## config.mk

```make
export PLATFORM = sky130hd
export DESIGN_NAME = demux2_sched
export DESIGN_NICKNAME = d
export VERILOG_FILES = /design/src/rtl/demux2_sched.sv
export SDC_FILE = /design/constraint.sdc
export NUM_CORES = 1
export LEC_CHECK = 0
export ABC_AREA = 1
export CAP_MARGIN = 20
export CORE_UTILIZATION = 55
export CTS_BUF_LIST = sky130_fd_sc_hd__clkbuf_8
export DETAILED_ROUTE_END_ITERATION = 6
export GPL_TIMING_DRIVEN = 0
export PLACE_DENSITY = 0.85
export SLEW_MARGIN = 10
export SYNTH_ARGS = -nofsm -noshare
export SYNTH_HDL_FRONTEND = slang
export SYNTH_SLANG_ARGS = --single-unit
```

## constraint.sdc

```tcl
create_clock -name clk -period 3.6 [get_ports clk]
set_clock_uncertainty 0.1 [all_clocks]
set_input_delay 0.54 -clock clk [delete_from_list [all_inputs] [get_ports clk]]
set_output_delay 0.54 -clock clk [all_outputs]
set_load 0.005 [all_outputs]
```

## src/rtl/demux2_sched.sv

```systemverilog
// Burst scheduler for the 2-bit, 8-lane demux: it arbitrates a destination lane and
// then streams up to BURST items to that lane through registered select/data/strobe.
module demux2_sched #(
  parameter int BURST = 4,
  parameter int CNT_W = 2
) (
  input  logic       clk,
  input  logic       rst,
  input  logic       in_valid,
  input  logic [1:0] in_data,
  output logic       in_ready,
  input  logic [7:0] lane_ready,
  input  logic       mode,
  input  logic [2:0] fixed_sel,
  output logic [2:0] sel,
  output logic [1:0] out_data,
  output logic [7:0] out_valid,
  output logic       busy
);

  typedef enum logic {
    IDLE  = 1'b0,
    GRANT = 1'b1
  } state_t;

  state_t             state, state_nxt;
  logic [2:0]         ptr, ptr_nxt;
  logic [2:0]         cur, cur_nxt;
  logic [CNT_W-1:0]   cnt, cnt_nxt;
  logic               gmode, gmode_nxt;
  logic [2:0]         sel_nxt;
  logic [1:0]         data_nxt;
  logic [7:0]         valid_nxt;
  logic               busy_nxt;

  logic               rr_found;
  logic [2:0]         rr_lane;
  logic [2:0]         idx;
  logic               elig_found;
  logic [2:0]         elig_lane;
  logic               xfer;
  logic               last;

  // Round-robin search: first ready lane at or after ptr, wrapping modulo 8.
  always_comb begin
    rr_found = 1'b0;
    rr_lane  = ptr;
    idx      = '0;
    for (int k = 0; k < 8; k++) begin
      idx = ptr + 3'(k);
      if (!rr_found && lane_ready[idx]) begin
        rr_found = 1'b1;
        rr_lane  = idx;
      end
    end
  end

  assign elig_found = mode ? lane_ready[fixed_sel] : rr_found;
  assign elig_lane  = mode ? fixed_sel : rr_lane;

  always_comb begin
    state_nxt = state;
    ptr_nxt   = ptr;
    cur_nxt   = cur;
    cnt_nxt   = cnt;
    gmode_nxt = gmode;
    sel_nxt   = sel;
    data_nxt  = out_data;
    valid_nxt = '0;
    busy_nxt  = busy;
    in_ready  = 1'b0;
    xfer      = 1'b0;
    last      = 1'b0;
    unique case (state)
      IDLE: begin
        if (in_valid && elig_found) begin
          state_nxt = GRANT;
          cur_nxt   = elig_lane;
          cnt_nxt   = '0;
          gmode_nxt = mode;
          busy_nxt  = 1'b1;
        end
      end
      GRANT: begin
        in_ready = lane_ready[cur];
        xfer     = in_valid && lane_ready[cur];
        last     = (cnt == CNT_W'(BURST - 1));
        if (xfer) begin
          data_nxt  = in_data;
          sel_nxt   = cur;
          valid_nxt = 8'b1 << cur;
          cnt_nxt   = cnt + CNT_W'(1);
        end
        // A stalled or drained cycle ends the grant just like a full burst does.
        if (!xfer || last) begin
          state_nxt = IDLE;
          busy_nxt  = 1'b0;
          if (!gmode) begin
            ptr_nxt = cur + 3'd1;
          end
        end
      end
      default: begin
        state_nxt = IDLE;
        busy_nxt  = 1'b0;
      end
    endcase
  end

  always_ff @(posedge clk) begin
    if (rst) begin
      state     <= IDLE;
      ptr       <= '0;
      cur       <= '0;
      cnt       <= '0;
      gmode     <= 1'b0;
      sel       <= '0;
      out_data  <= '0;
      out_valid <= '0;
      busy      <= 1'b0;
    end else begin
      state     <= state_nxt;
      ptr       <= ptr_nxt;
      cur       <= cur_nxt;
      cnt       <= cnt_nxt;
      gmode     <= gmode_nxt;
      sel       <= sel_nxt;
      out_data  <= data_nxt;
      out_valid <= valid_nxt;
      busy      <= busy_nxt;
    end
  end

endmodule

```

==> results.py <==
metrics = {
    "global_routing": {
        "first_global_vias": 1760,
        "grt-busiest-layer": "met2",
        "grt_use_met3": 0.0325,
        "grt_usage": 0.274,
        "gr-total-overflow": 0,
        "grtUsageMet1": 0.338,
        "grt_max_degree": 15,
        "gr-usage-met2": 0.473,
        "grt_pass1_wl_mm": 7.52,
        "antenna_found_initial": 0,
    },
    "finish": {
        "fillers": 250,
        "drive_gt1_frac": 0.133,
        "design_area_um2": 2300,
        "layout.nets": 340,
        "seqCellArea_um2": 480,
        "final_cell_mix": "71 x nand2_1, 37 x nand3_1, 35 x inv_1",
        "final_common_cell": "nand2_1",
        "syn_to_final_growth_pct": 22.8,
        "multi_input_area_um2": 1180,
        "diodes": 0,
    },
    "synthesis": {
        "ys_warn_count": 0,
        "synthCells": 281,
        "synth_nets": 305,
        "ys_seq_area_frac": 0.257,
        "ys_top_cells_by_area": "dfxtp_1 26%, nand2_1 14%, nand3_1 9.9%",
        "synth_seq_cells": 24,
        "yosysTopAreaCellShare": 0.257,
        "synth_top_cell_by_area": "dfxtp_1",
        "postSynthAreaPerCell_um2": 6.66,
        "syn_area_um2": 1870,
        "synth_cell_types": 33,
    },
    "hold_path": {
        "hold_depth": 2,
        "min_path_type": "flop to flop",
    },
    "placement": {
        "dp_slack_ns": 0.594,
        "placed_cell_area_um2": 2230,
        "portBuffers": 30,
        "dp_hpwl_mm": 3.51,
        "place_congestion": 0.820,
    },
    "detailed_routing": {
        "first_iter_violations": 122,
        "detail-route-antenna-nets": 0,
        "finalWirelength_mm": 4.37,
        "wl_per_cell_um": 12.2,
        "routed_via_density": 5.32,
        "drc_errors": 0,
        "first_pass_iters": 4,
        "via_count": 1909,
    },
    "cts": {
        "cts_resized": 0,
        "cts_sinks": 24,
        "htreeDepth": 1,
        "numCtsBuffers": 3,
        "clk_latency_ns": 0.27,
        "cts.clk_slew.worst_paths_ns": 0.08,
        "postCtsHoldBufs": 0,
        "cts_root_buf": "clkbuf_8",
        "post_cts_buffers": 0,
        "clockBufferDepth": 2,
        "cts_tree": "done",
    },
    "floorplan": {
        "die_h_um": 60.3,
        "core_um2": 3130,
        "start_util": 0.598,
        "dieArea_um2": 3640,
        "rows": 20,
        "dieWidth_um": 60.3,
        "io_pins": 32,
    },
    "critical_path": {
        "worst_ep_arrival_time_ns": 3.10,
        "r2r_cells": 18,
        "cp-end-kind": "flop",
        "start_kind": "flop",
        "reg2reg_slack_ns": 0.53,
        "required_ns": 3.63,
        "critical_path_class": "flop to flop",
        "worstPathMaxFanout": 10,
    },
    "sta": {
        "setup_ws_ns": 0.532,
        "timing.fmax_mhz": 326,
        "fin_crit_sh": 0.852,
        "finalHoldViolations": 0,
        "grt_setup_unrepaired": "no",
        "period_needed_ns": 3.07,
        "setup_violations": 0,
        "tightest_slew_ns": 0.557,
        "slew_headroom": 0.624,
        "hold_ws_ns": 0.365,
        "finalSetupTns_ns": 0,
        "drv_slew": 0,
    },
    "run": {
        "maxCapViolCount": 0,
    },
    "power": {
        "max-vdd-ir-drop_mv": 0.377,
        "leakage_uw": 0.00105,
        "powerDensity_nw_per_um2": 391,
    },
    "run_status": {
        "status": "finished, final reports clean",
    },
}
## critical path, cell delays in order (launching register included)
cell and delay (ns):
dfxtp_1 0.36, buf_6 0.15, inv_4 0.04, buf_8 0.15, ha_1 0.29, buf_4 0.17
inv_1 0.16, nand3_2 0.11, nand2_1 0.08, nor2_1 0.04, a31oi_1 0.21, inv_1 0.12
nor3_2 0.31, nand2_1 0.11, o21bai_2 0.18, buf_6 0.16, a21oi_1 0.04, nand2_1 0.08
a21oi_1 0.06
## through the flow
stage          utilization  power [uW]  instances
2_1_floorplan            -         576        281
3_3_place_gp         0.712         655        355
3_5_place_dp         0.712         664        355
4_1_cts              0.734         897        359
5_1_grt              0.734         965        359
6_report             0.734         898        359
## layer usage
metal,share of wire,wire (um)
met5,0,0
met4,0.024,105
met3,0.056,246
met2,0.50,2180
met1,0.42,1830
## state kept, by name, indices dropped and copies added, names as in the netlist
register	flops
out_valid	8
cur	3
ptr	3
sel	3
cnt	2
out_data	2
busy	1
gmode	1
state	1
## cell usage after synthesis (all sizes together)
library cell,n
ha,7
o21ai,21
xor2,2
o21a,1
dfxtp,24
nand4,3
nand2,85
inv,37
a31oi,2
nand3,46
clkbuf,1
o21bai,1
nor3,1
buf,6
nor2,18
xnor2,2
a21oi,19
a21boi,1
o22ai,1
o211ai,2
clkinv,1
## report_power, final
part / switching (uW) / total (uW) / internal (uW)
registers: 14.0 / 292 / 278
clock network: 86.6 / 235 / 149
logic: 233 / 370 / 137
## cell type report
type	count	share of cell area
Inverter	38	0.0632
Multi-Input combinational cell	212	0.515
Clock inverter	1	0.0131
Buffer	7	0.0267
Sequential cell	24	0.209
Clock buffer	3	0.0180
Tap cell	44	0.0240
Timing Repair Buffer	30	0.131
## cells by family after synthesis
logic type,synth area share
AND/OR/NAND/NOR,0.418
AO/OA/AOI/OAI,0.145
buffers and inverters,0.110
flip-flops,0.257
adder cells (fa/ha/maj),0.0468
XOR/XNOR,0.0227
## final timing paths
check,startpoint,end
max,ptr[0]$_SDFFE_PP0P_,cur[1]$_SDFFE_PP0P_
min,busy$_SDFFE_PP0P_,busy$_SDFFE_PP0P_
max reg2reg,ptr[0]$_SDFFE_PP0P_,cur[1]$_SDFFE_PP0P_
min reg2reg,busy$_SDFFE_PP0P_,busy$_SDFFE_PP0P_
(Power assumes the default switching activity.)
